File: src/rtl/atm_if.sv
// atm_if: panel/keypad requests in, dispenser/display strobes out
interface atm_if;
  logic        card_in;
  logic        pin_entry;
  logic        withdrawal;
  logic        deposit;
  logic        balance_inquiry;
  logic        language_select;
  logic        ready;
  logic        error;
  logic        cash;
  logic        deposit_complete;
  logic [15:0] balance;
  logic [1:0]  language;
  modport master (
    output card_in, pin_entry, withdrawal, deposit, balance_inquiry, language_select,
    input  ready, error, cash, deposit_complete, balance, language
  );
  modport slave (
    input  card_in, pin_entry, withdrawal, deposit, balance_inquiry, language_select,
    output ready, error, cash, deposit_complete, balance, language
  );
endinterface

File: src/rtl/atm_controller.sv
// atm_controller: ATM session sequencer with internal account and registered strobes
module atm_controller #(
  parameter logic [15:0] INIT_BALANCE = 16'd1000,
  parameter logic [15:0] WITHDRAW_AMT = 16'd100,
  parameter logic [15:0] DEPOSIT_AMT  = 16'd100,
  parameter int          PIN_TIMEOUT  = 32
) (
  input logic clk,
  input logic reset,
  atm_if.slave bus
);
  localparam int TW = $clog2(PIN_TIMEOUT + 1);
  typedef enum logic [1:0] {IDLE, WAIT_PIN, MENU, LOCKED} state_t;
  state_t          state_q, state_d;
  logic [TW-1:0]   timer_q, timer_d;
  logic [15:0]     account_q, account_d, balance_q, balance_d;
  logic [1:0]      language_q, language_d;
  logic            ready_q, error_q, cash_q, cash_d, dep_q, dep_d, txn_err;
  logic [3:0]      req, req_q, rise;
  logic [16:0]     dep_sum;
  assign req     = {bus.withdrawal, bus.deposit, bus.balance_inquiry, bus.language_select};
  assign rise    = req & ~req_q;
  assign dep_sum = {1'b0, account_q} + {1'b0, DEPOSIT_AMT};
  assign bus.ready            = ready_q;
  assign bus.error            = error_q;
  assign bus.cash             = cash_q;
  assign bus.deposit_complete = dep_q;
  assign bus.balance          = balance_q;
  assign bus.language         = language_q;
  // next state and transaction outcome; losing the card overrides everything
  always_comb begin
    state_d    = state_q;
    timer_d    = timer_q;
    account_d  = account_q;
    balance_d  = balance_q;
    language_d = language_q;
    cash_d     = 1'b0;
    dep_d      = 1'b0;
    txn_err    = 1'b0;
    if (state_q != IDLE && !bus.card_in) begin
      state_d    = IDLE;
      balance_d  = '0;
      language_d = '0;
    end else begin
      case (state_q)
        IDLE: if (bus.card_in) begin
          state_d    = WAIT_PIN;
          timer_d    = '0;
          language_d = '0;
        end
        WAIT_PIN: if (bus.pin_entry) state_d = MENU;
          else if (timer_q == TW'(PIN_TIMEOUT - 1)) state_d = LOCKED;
          else timer_d = timer_q + TW'(1);
        MENU: if (rise[3]) begin
          cash_d    = account_q >= WITHDRAW_AMT;
          txn_err   = !cash_d;
          account_d = cash_d ? account_q - WITHDRAW_AMT : account_q;
        end else if (rise[2]) begin
          dep_d     = !dep_sum[16];
          txn_err   = dep_sum[16];
          account_d = dep_d ? dep_sum[15:0] : account_q;
        end else if (rise[1]) balance_d = account_q;
          else if (rise[0]) language_d = language_q + 2'd1;
        default: ;
      endcase
    end
  end
  // state, account and registered outputs; request history tracks every cycle
  always_ff @(posedge clk) begin
    if (reset) begin
      state_q    <= IDLE;
      timer_q    <= '0;
      account_q  <= INIT_BALANCE;
      balance_q  <= '0;
      language_q <= '0;
      ready_q    <= 1'b0;
      error_q    <= 1'b0;
      cash_q     <= 1'b0;
      dep_q      <= 1'b0;
      req_q      <= '0;
    end else begin
      state_q    <= state_d;
      timer_q    <= timer_d;
      account_q  <= account_d;
      balance_q  <= balance_d;
      language_q <= language_d;
      ready_q    <= state_d == MENU;
      error_q    <= txn_err || state_d == LOCKED;
      cash_q     <= cash_d;
      dep_q      <= dep_d;
      req_q      <= req;
    end
  end
endmodule

File: src/flat_wrapper.sv
// flat-port wrapper written by rule: the top's interface ports become plain ports
module atm_controller_flat 
#(
  parameter logic [15:0] INIT_BALANCE = 16'd1000,
  parameter logic [15:0] WITHDRAW_AMT = 16'd100,
  parameter logic [15:0] DEPOSIT_AMT  = 16'd100,
  parameter int          PIN_TIMEOUT  = 32
)
  (clk, reset, bus_card_in, bus_pin_entry, bus_withdrawal, bus_deposit, bus_balance_inquiry, bus_language_select, bus_ready, bus_error, bus_cash, bus_deposit_complete, bus_balance, bus_language);
  atm_if bus_i ();
  input logic clk;
  input logic reset;
  input wire logic [$bits(bus_i.card_in)-1:0] bus_card_in;
  input wire logic [$bits(bus_i.pin_entry)-1:0] bus_pin_entry;
  input wire logic [$bits(bus_i.withdrawal)-1:0] bus_withdrawal;
  input wire logic [$bits(bus_i.deposit)-1:0] bus_deposit;
  input wire logic [$bits(bus_i.balance_inquiry)-1:0] bus_balance_inquiry;
  input wire logic [$bits(bus_i.language_select)-1:0] bus_language_select;
  output wire logic [$bits(bus_i.ready)-1:0] bus_ready;
  output wire logic [$bits(bus_i.error)-1:0] bus_error;
  output wire logic [$bits(bus_i.cash)-1:0] bus_cash;
  output wire logic [$bits(bus_i.deposit_complete)-1:0] bus_deposit_complete;
  output wire logic [$bits(bus_i.balance)-1:0] bus_balance;
  output wire logic [$bits(bus_i.language)-1:0] bus_language;
  assign bus_i.card_in = bus_card_in;
  assign bus_i.pin_entry = bus_pin_entry;
  assign bus_i.withdrawal = bus_withdrawal;
  assign bus_i.deposit = bus_deposit;
  assign bus_i.balance_inquiry = bus_balance_inquiry;
  assign bus_i.language_select = bus_language_select;
  assign bus_ready = bus_i.ready;
  assign bus_error = bus_i.error;
  assign bus_cash = bus_i.cash;
  assign bus_deposit_complete = bus_i.deposit_complete;
  assign bus_balance = bus_i.balance;
  assign bus_language = bus_i.language;
  atm_controller #(.INIT_BALANCE(INIT_BALANCE), .WITHDRAW_AMT(WITHDRAW_AMT), .DEPOSIT_AMT(DEPOSIT_AMT), .PIN_TIMEOUT(PIN_TIMEOUT)) u_core (.clk(clk), .reset(reset), .bus(bus_i));
endmodule
File: config.mk
export PLATFORM = sky130hd
export DESIGN_NAME = atm_controller_flat
export DESIGN_NICKNAME = d
export VERILOG_FILES = /design/src/rtl/atm_if.sv /design/src/rtl/atm_controller.sv /design/src/flat_wrapper.sv
export SDC_FILE = /design/constraint.sdc
export NUM_CORES = 1
export LEC_CHECK = 0
export ABC_AREA = 0
export CAP_MARGIN = 20
export CORE_MARGIN = 3
export CORE_UTILIZATION = 55
export DETAILED_ROUTE_END_ITERATION = 10
export HOLD_SLACK_MARGIN = 0.15
export PLACE_DENSITY_LB_ADDON = 0.3
export SYNTH_ARGS = -nofsm -noshare
export SYNTH_HDL_FRONTEND = slang
export SYNTH_SLANG_ARGS = --single-unit
File: constraint.sdc
create_clock -name clk -period 2.39 [get_ports clk]
set_input_delay 0.478 -clock clk [delete_from_list [all_inputs] [get_ports clk]]
set_output_delay 0.478 -clock clk [all_outputs]
set_load 0.005 [all_outputs]
==> out/qor.txt <==
Worst Hold Class - reg -> reg
Vert. Die Dim - 70.88 um
Post-synthesis adder-cell area fraction - 2.162%
Routed vias/inst - 5.971
Hold Path End - u_core.bus.balance[9]$_SDFFE_PP0P_
Area contributors post-synth - dfxtp_1 (40%), mux2i_1 (6.9%), nor2_1 (5.4%), or4_1 (3.2%), o31ai_1 (2.9%)
Crit share post-route - 100.6%
Postcts setup bufs - 0
Tot Pwr - 1.412 mW
Final Max Tran Viols - 0
GP Congestion - 0.9241
Reg area - 920.9 sq um
Wirelength per Cell - 14.84 um
Worst Path Max Fanout - 3
Vias in the first global route - 1863
Post-Syn Area - 2315 sq um
R2R cell count - 7
# setup viols final - 1
Post-CTS Hold Buffers - 0
Power Density - 499.0 nW/um^2
GRT Overall Usage - 21.28%
Async SR Flop Fraction - 0%
CP startpoint kind - input pin
Post-synthesis mux area share - 7.405%
R2r endpoint - u_core.account_q[4]$_SDFFE_PP0P_
RSZ-0062 raised after global routing - false
Crit. End Element - register
Area Growth Syn to Fin - 22.27%
Post-route ant nets - 0
Maxcap violations - 0
Endpoints failing hold - 0
Share of cells above drive strength 1 - 13.80%
Clock Path Buffers - 2
Remaining DRCs - 0
Vias - 2060
Port bufs - 27
Ports - 30
Yosys warning count - 0
Post-synth top area share - 39.78%
Core ar. - 3854 sq um
Setup Skew - 0.01005 ns
Drt first pass iters - 4
Dpl hpwl - 3610 um
Fillers - 308
Post-CTS Resized - 0
First-pass GRT wire length - 8631 um
Ys flop type - dfxtp_1
Starting Density - 60.06%
Ant. Diodes - 0
EDFF count, synth - 0
WHS Path Cells - 2
Post-synthesis xor/xnor area fraction - 1.892%
Fmax - 415.9 MHz
Cell taking the most area after synthesis - dfxtp_1
Nets - 308
Post-layout util - 73.44%
Outcome - finished with violations
Clock sink count - 46
Mapped Cells - 257
WL final - 5120 um
Hold wc startpoint - u_core.bus.balance[9]$_SDFFE_PP0P_
Syn_area_per_cell - 9.007 sq um
Synth Area in Simple Gates - 25.84%
Distinct cells, synth - 52
Tmin final - 2.404 ns
Worst Slack Setup Final - -0.01437 ns
Post-synthesis compound-gate area fraction - 17.57%
H-Tree Depth - 2
Antenna violations before repair - 0
Area of the multi-input gates - 1277 sq um
Reg-to-reg startpoint - u_core.account_q[2]$_SDFFE_PP0P_
Largest family of logic cells by synthesized area - simple AND/OR/NAND/NOR gates
Critical path class - in -> reg
Seq/Total Area, Yosys - 39.78%
VDD IR max - 0.3085 mV
Worst EP required - 2.63 ns
Row cnt - 22
CTS buffer count - 5
Most frequent cells in the layout - dfxtp_1 (46), nor2_1 (33), clkdlybuf4s50_1 (27)
Full die area - 5023 sq um
Pleak - 1.119 nW
Reg2reg setup slack - 0.15 ns
Synthesized flop and latch total - 46
CTS tree - yes
Clk_lat worst skew - 0.30 ns
Failing checks - negative setup slack
DR iter-0 viols - 185
Commonest non-fill, non-tap cell in the layout - dfxtp_1
Pin count of the biggest net entering global routing - 19
Total gr overflow - 0
Clk slew on worst S/H paths - 0.09 ns
DIE WIDTH - 70.88 um
CTS root buffer - clkbuf_8
Worst path arrival time - 2.64 ns
Min Hold Slack - 0.5014 ns
-- synth_stat cells (all sizes together), types with 2 or more instances --
master and instances:
a211oi 6, a21oi 12, a22oi 2, a311oi 3, a31o 2, a31oi 3, and3 3, and4 2
buf 7, clkbuf 14, dfxtp 46, ha 4, inv 4, mux2i 16, nand2b 9, nand3 13
nand4b 2, nor2 33, nor2b 8, nor3 2, nor3b 4, nor4 7, o21ai 5, o31a 2
o31ai 9, or2 2, or3 3, or4 10, xnor2 5
-- logic make-up after synthesis --
family          Yosys count
other cells               1
xor+xnor                  5
compound gates           53
simple gates            105
buf+inv                  26
fa+ha+maj                 4
mux                      17
flops                    46
-- critical path, stage by stage --
cell	delay (ns)
clkdlybuf4s50_1	0.49
or4b_4	0.51
nor4_1	0.41
a22oi_1	0.19
or4_1	0.42
a21oi_1	0.14
-- registers in the layout, summed over array words and instances, names as in the netlist --
name and cells:
u_core.account_q 14, u_core.bus.balance 14, u_core.bus.cash 1, u_core.bus.deposit_complete 1, u_core.bus.error 1, u_core.bus.language 2
u_core.bus.ready 1, u_core.req_q 4, u_core.state_q 2, u_core.timer_q 6
-- worst max path at each step --
stage | start | end | slack [ns] | cells after the start
after global routing | bus_withdrawal | u_core.account_q[15]$_SDFFE_PP0P_ | 0.001 | 6
final | bus_withdrawal | u_core.account_q[15]$_SDFFE_PP0P_ | -0.01 | 6
after CTS | bus_withdrawal | u_core.bus.error$_SDFF_PP0_ | 0.04 | 7
after floorplan | bus_withdrawal | u_core.account_q[5]$_SDFFE_PP1P_ | 0.25 | 6
after detailed placement | bus_withdrawal | u_core.account_q[15]$_SDFFE_PP0P_ | -0.26 | 6
after global placement | bus_withdrawal | u_core.account_q[12]$_SDFFE_PP0P_ | -0.20 | 6
-- where the power goes --
part / switching, mW / internal, mW
Combinational: 0.0703 / 0.0604
Clock: 0.259 / 0.233
Sequential: 0.0129 / 0.777
-- stage by stage --
stage	worst slack, ns	area (sq um)	TNS, ns	cells
global route	0.001029	2830	0	345
floorplan	0.2504	2318	0	258
finish	-0.01437	2830	-0.01437	345
detailed placement	-0.2597	2735	-2.765	337
global placement	-0.2000	2735	-2.427	337
CTS	0.04289	2830	0	345
-- cell type report --
cell class              count  share of cell area [%]
multi-input cells         186                   45.14
flip-flops and latches     46                   32.54
repair buffers             52                   16.18
clock buffers               6                   2.918
well taps                  48                   2.122
inverters                   5                  0.6631
clock inverters             2                  0.4421
-- routing by layer --
metal	wire, um	GRT usage, %
met5	0	0
met4	94	9.186
met3	360	5.114
met1	2325	30.04
met2	2340	30.90
Power figures use the tool's default switching activity.
==> edit 1: new RTL, same settings <==
Reset style: asynchronous (`reset`), changed in one clocked block.
--- a/src/rtl/atm_controller.sv
+++ b/src/rtl/atm_controller.sv
@@ -68,3 +68,3 @@
   // state, account and registered outputs; request history tracks every cycle
-  always_ff @(posedge clk) begin
+  always_ff @(posedge clk or posedge reset) begin
     if (reset) begin
Behaviour: differs if reset is asserted again (counterexample within 4 cycles, from zero or initial values and one cycle with reset high); with reset held inactive, the same outputs for 10 cycles.
==> edit 1 against the unedited design <==
Non-clock buffer count fell by 6. Routed wire length fell by 3.7%. Area after synthesis up 3.0%. Cell count increased by 0.58%. Design area grew 2.5%. Die area increased by 2.8%. First-iteration DRC count is 15% lower. Synthesized cell count grew 0.78%. Via count shrank 5.6%. Setup slack improved by 0.16 ns. Sequential cell count unchanged. Largest cell class is now sequential cells.
Power is not compared: it rests on default switching activity, and its combinational part moved more than twofold at a synthesized area within 25%.
==> edit 1: results (changes against the unedited design) <==
Status
  • Status: finished, final reports clean (was finished, violations left)

CTS
  • Post-CTS setup buffers: 0 (unchanged)
  • CTS buffer count: 5 (unchanged)
  • Clk buf depth: 2 (unchanged)
  • Root buffer cell: clkbuf_8 (unchanged)
  • Post-CTS Resized: 0 (unchanged)
  • Clk_lat worst skew: 0.30 ns (about the same)
  • H-tree depth: 2 (unchanged)

GRT
  • Gr usage total: 21.6% (was 21.3%)
  • Vias in the first global route: 1,889 (was 1,863)
  • First-pass GRT wire length: 8830 um (was 8630 um)
  • Largest net degree at the start of global routing: 47 (was 19)

Logic synthesis
  • Synth Flop Type: dfrtp_1 (was dfxtp_1)
  • Post-synthesis xor/xnor area fraction: 4.77% (was 1.89%)
  • Post-synthesis sequential area ratio: 48.6% (was 39.8%)
  • Synth Area in Compound Gates: 15.4% (was 17.6%)
  • Mux contribution to synthesized area: 1.31% (was 7.41%)
  • Post-synth ARST share: 100% (was 0%)
  • Adder-cell share of the synthesized area: 2.10% (was 2.16%)
  • Synth Warn #: 0 (unchanged)
  • Synth area leaders: dfrtp_1 42%, nand2_1 6.9%, dfstp_2 6.6% (was dfxtp_1 40%, mux2i_1 6.9%, nor2_1 5.4%)
  • Synth top cells by count: 44 x nand2_1, 40 x dfrtp_1, 24 x o21ai_0 (was 46 x dfxtp_1, 33 x nor2_1, 16 x mux2i_1)
  • Netlist cell types: 51 (was 52)

Routing
  • 1st-iter DRT viols: 158 (was 185)
  • Via count of the routed design: 1,944 (was 2,060)
  • DRT Pass-1 Iters: 4 (unchanged)
  • Total Wirelength: 4930 um (was 5120 um)

Worst setup path
  • CP top delay family: simple AND/OR/NAND/NOR gates (unchanged)
  • Slowest stage delay, CP: 0.54 ns (was 0.51 ns)
  • Critical path peak fanout: 7 (was 3)
  • Worst Path Arrival: 2.47 ns (was 2.64 ns)
  • Crit path max-delay cell type: dfstp_2 (was or4b_4)

Timing
  • Worst Skew: 0.00727 ns (was 0.0101 ns)

Power
  • Leak: around 1.3 nW
  • Reg power frac: 48.3%
  • Power Sequential: between 0.001 and 0.0015 W
  • Switching Share: 32.4%
  • P_clk: between 0.0005 and 0.0006 W

Final layout
  • Nets: 308 (unchanged)
  • Layout cells sized above 1: 14.5% (was 13.8%)
  • Diode count: 0 (unchanged)

Placed design
  • HPWL after detailed placement: 3600 um (was 3610 um)
  • Gpl congestion: 0.872 (was 0.924)
  • Port bufs: 27 (unchanged)

Hold path
  • Worst min path class: reg2reg (unchanged)
-- edit 1: cell count changes after synthesis, moves of 8 or more --
cell / unedited run / this run
nand2_1: 1 / 44
or4_1: 10 / 2
dfrtp_1: 0 / 40
o21ai_0: 4 / 24
dfxtp_1: 46 / 0
nor2_1: 33 / 19
mux2i_1: 16 / 2
-- edit 1: worst paths after layout --
check,to,slack (ns),start,depth (start not counted)
worst max-delay path,u_core.account_q[14],0.15,u_core.account_q[3],8
worst min-delay path,u_core.bus.balance[9],0.48,u_core.bus.balance[9],2
worst max register to register,u_core.account_q[14],0.15,u_core.account_q[3],8
worst min register to register,u_core.bus.balance[9],0.48,u_core.bus.balance[9],2
max in group asynchronous,u_core.account_q[2],1.35,reset,3
min in group asynchronous,u_core.bus.balance[15],0.63,reset,3
-- edit 1: metrics by stage --
stage	instances	setup TNS, ns	area, um^2	setup WS [ns]	utilization [%]
final	347	0	2900	0.146	71.0
after floorplan	260	0	2390	0.152	-
after global routing	347	0	2900	0.0106	71.0
after global placement	339	-0.0238	2780	-0.0238	68.1
after CTS	347	0	2890	0.0449	70.8
after detailed placement	339	-0.105	2780	-0.0647	68.1
-- edit 1: final cells by class --
class	count	area, um^2
repair buffers	46	413
flip-flops and latches	46	1160
clock inverters	3	43.8
clock buffers	5	68.8
multi-input cells	192	1130
well taps	50	62.6
fillers	319	1190
inverters	5	18.8
-- edit 1: routing by layer --
layer / wire length, um / GRT usage [%] / vias to the layer above
met5: 0 / 0 / -
met4: 95 / 7.10 / 0
met3: 278 / 5.33 / 10
met2: 2230 / 31.9 / 55
met1: 2320 / 31.3 / 897
li1: - / - / 982
==> edit 2: new RTL, same settings <==
Without the edit above. `PIN_TIMEOUT` is set to 32 in 2 places; all go to 16.
--- a/src/rtl/atm_controller.sv
+++ b/src/rtl/atm_controller.sv
@@ -5,3 +5,3 @@
   parameter logic [15:0] DEPOSIT_AMT  = 16'd100,
-  parameter int          PIN_TIMEOUT  = 32
+  parameter int          PIN_TIMEOUT  = 16
 ) (
--- a/src/flat_wrapper.sv
+++ b/src/flat_wrapper.sv
@@ -6,3 +6,3 @@
   parameter logic [15:0] DEPOSIT_AMT  = 16'd100,
-  parameter int          PIN_TIMEOUT  = 32
+  parameter int          PIN_TIMEOUT  = 16
 )
Behaviour: no difference found for any inputs over 10 cycles, from zero or initial values and one cycle with reset high; that may be too few to reach the edited logic, so the function may still have changed.
==> edit 2 against the unedited design <==
Power fell by 2.7%. Sequential power fell by 3.0%. Routed wire length rose by 0.47%. Non-clock buffer count fell by 5. Setup slack improved by 0.20 ns. Design area fell by 2.2%. Area after synthesis fell by 1.1%. Clock skew barely moved. Hold slack got worse by 0.018 ns. Sequential cell count fell by 1. Via count fell by 3.0%. Critical path type is now reg2reg.
==> edit 2: results (changes against the unedited design) <==
Logic synthesis
  • Adder-cell share of the synthesized area: 2.73% (was 2.16%)
  • Post-synthesis sequential area ratio: 39.3% (was 39.8%)
  • Mux contribution to synthesized area: 7.21% (was 7.41%)
  • Synth area leaders: dfxtp_1 39%, mux2i_1 6.6%, nor2_1 4.8% (was dfxtp_1 40%, mux2i_1 6.9%, nor2_1 5.4%)
  • Synth top cells by count: 45 x dfxtp_1, 29 x nor2_1, 15 x mux2i_1 (was 46 x dfxtp_1, 33 x nor2_1, 16 x mux2i_1)
  • Synth Area in Compound Gates: 16.0% (was 17.6%)

Worst setup path
  • Crit path max-delay cell type: or4_1 (was or4b_4)
  • Worst Path Arrival: 2.44 ns (was 2.64 ns)
  • Critical path peak fanout: 11 (was 3)
  • Reg2reg start: u_core.account_q[3] (was u_core.account_q[2])
  • R2R Path End: u_core.account_q[5] (was u_core.account_q[4])

Routing
  • Via/cell ratio: 5.86 (was 5.97)
  • Avg WL per Cell: 15.1 um (was 14.8 um)

Power
  • VDD IR max: 0.417 mV (was 0.309 mV)
  • Leak: 1.13 nW (was 1.12 nW)

Timing
  • Worst Skew: 0.00987 ns (was 0.0101 ns)
  • Hold_ws: 0.484 ns (was 0.501 ns)
  • Fin crit period: 2.21 ns (was 2.40 ns)

Placed design
  • DP Area: 2670 um^2 (was 2740 um^2)
  • Placed cells: 333 (was 337)

Final layout
  • Nets: 305 (was 308)
  • Layout cells sized above 1: 13.0% (was 13.8%)

Status
  • Status: finished, final reports clean (was finished, violations left)

GRT
  • Largest net degree at the start of global routing: 28 (was 19)
  • Gr usage total: 21.1% (was 21.3%)

Hold path
  • Worst hold endpoint: u_core.timer_q[1] (was u_core.bus.balance[9])
edit 2: changes by cell type after synthesis, moves of 3 or more:
| cell | before | now |
|---|---|---|
| nor2_1 | 33 | 29 |
| a211oi_1 | 6 | 2 |
| nor3_1 | 2 | 5 |
| nor4_1 | 7 | 3 |
| xnor2_1 | 5 | 2 |
| nand4_1 | 1 | 4 |
| clkbuf_1 | 14 | 10 |
| o21ai_0 | 4 | 8 |
| nand2_1 | 1 | 9 |
edit 2: tightest hold or removal path, cell delays in order, from the launching register on:
cell and delay [ns]:
dfxtp_1 0.34, nand2_1 0.06, a21oi_1 0.05
edit 2: layout make-up:
cell class                 count  area [um^2]
clock inverter                 2         13.8
inverter                       6         22.5
tap                           48         60.1
timing repair buffer          47          433
multi-input combinational    187         1250
fill                         305         1060
clock buffer                   6         82.6
sequential                    45          901
edit 2: where the power goes:
| group | total (W) | internal, W | switching, W |
|---|---|---|---|
| logic | 0.000113 | 0.0000512 | 0.0000615 |
| clock network | 0.000495 | 0.000234 | 0.000261 |
| registers | 0.000766 | 0.000758 | 0.00000807 |
edit 2: layer usage:
metal / up-vias / wire length (um) / global-route usage, %
li1: 1006 / - / -
met1: 940 / 2520 / 30.6
met2: 51 / 2390 / 31.8
met3: 2 / 214 / 6.04
met4: 0 / 22 / 3.19
met5: - / 0 / 0
edit 2: logic make-up (layout without fill, tap and decap cells):
family | after synthesis | after routing
buffers and inverters | 26 | 61
XOR/XNOR | 4 | 4
AND/OR/NAND/NOR | 109 | 109
adder cells (fa/ha/maj) | 5 | 5
multiplexers | 16 | 16
flip-flops | 45 | 45
other | 1 | 2
AO/OA/AOI/OAI | 51 | 51
edit 2: worst max-delay path by stage:
stage                                    from                   end  cells after the start
after floorplan           u_core.account_q[2]  u_core.account_q[13]                      7
after global placement         bus_withdrawal   u_core.account_q[5]                      7
after detailed placement       bus_withdrawal   u_core.account_q[5]                      7
after CTS                 u_core.account_q[3]   u_core.account_q[5]                      8
after global routing      u_core.account_q[3]   u_core.account_q[6]                      8
final                     u_core.account_q[3]   u_core.account_q[5]                      8
edit 2: through the flow:
step,worst slack (ns),setup TNS (ns)
floorplan,0.290,0
global placement,-0.0370,-0.186
detailed placement,-0.0825,-0.491
CTS,0.185,0
global route,0.0604,0
finish,0.184,0
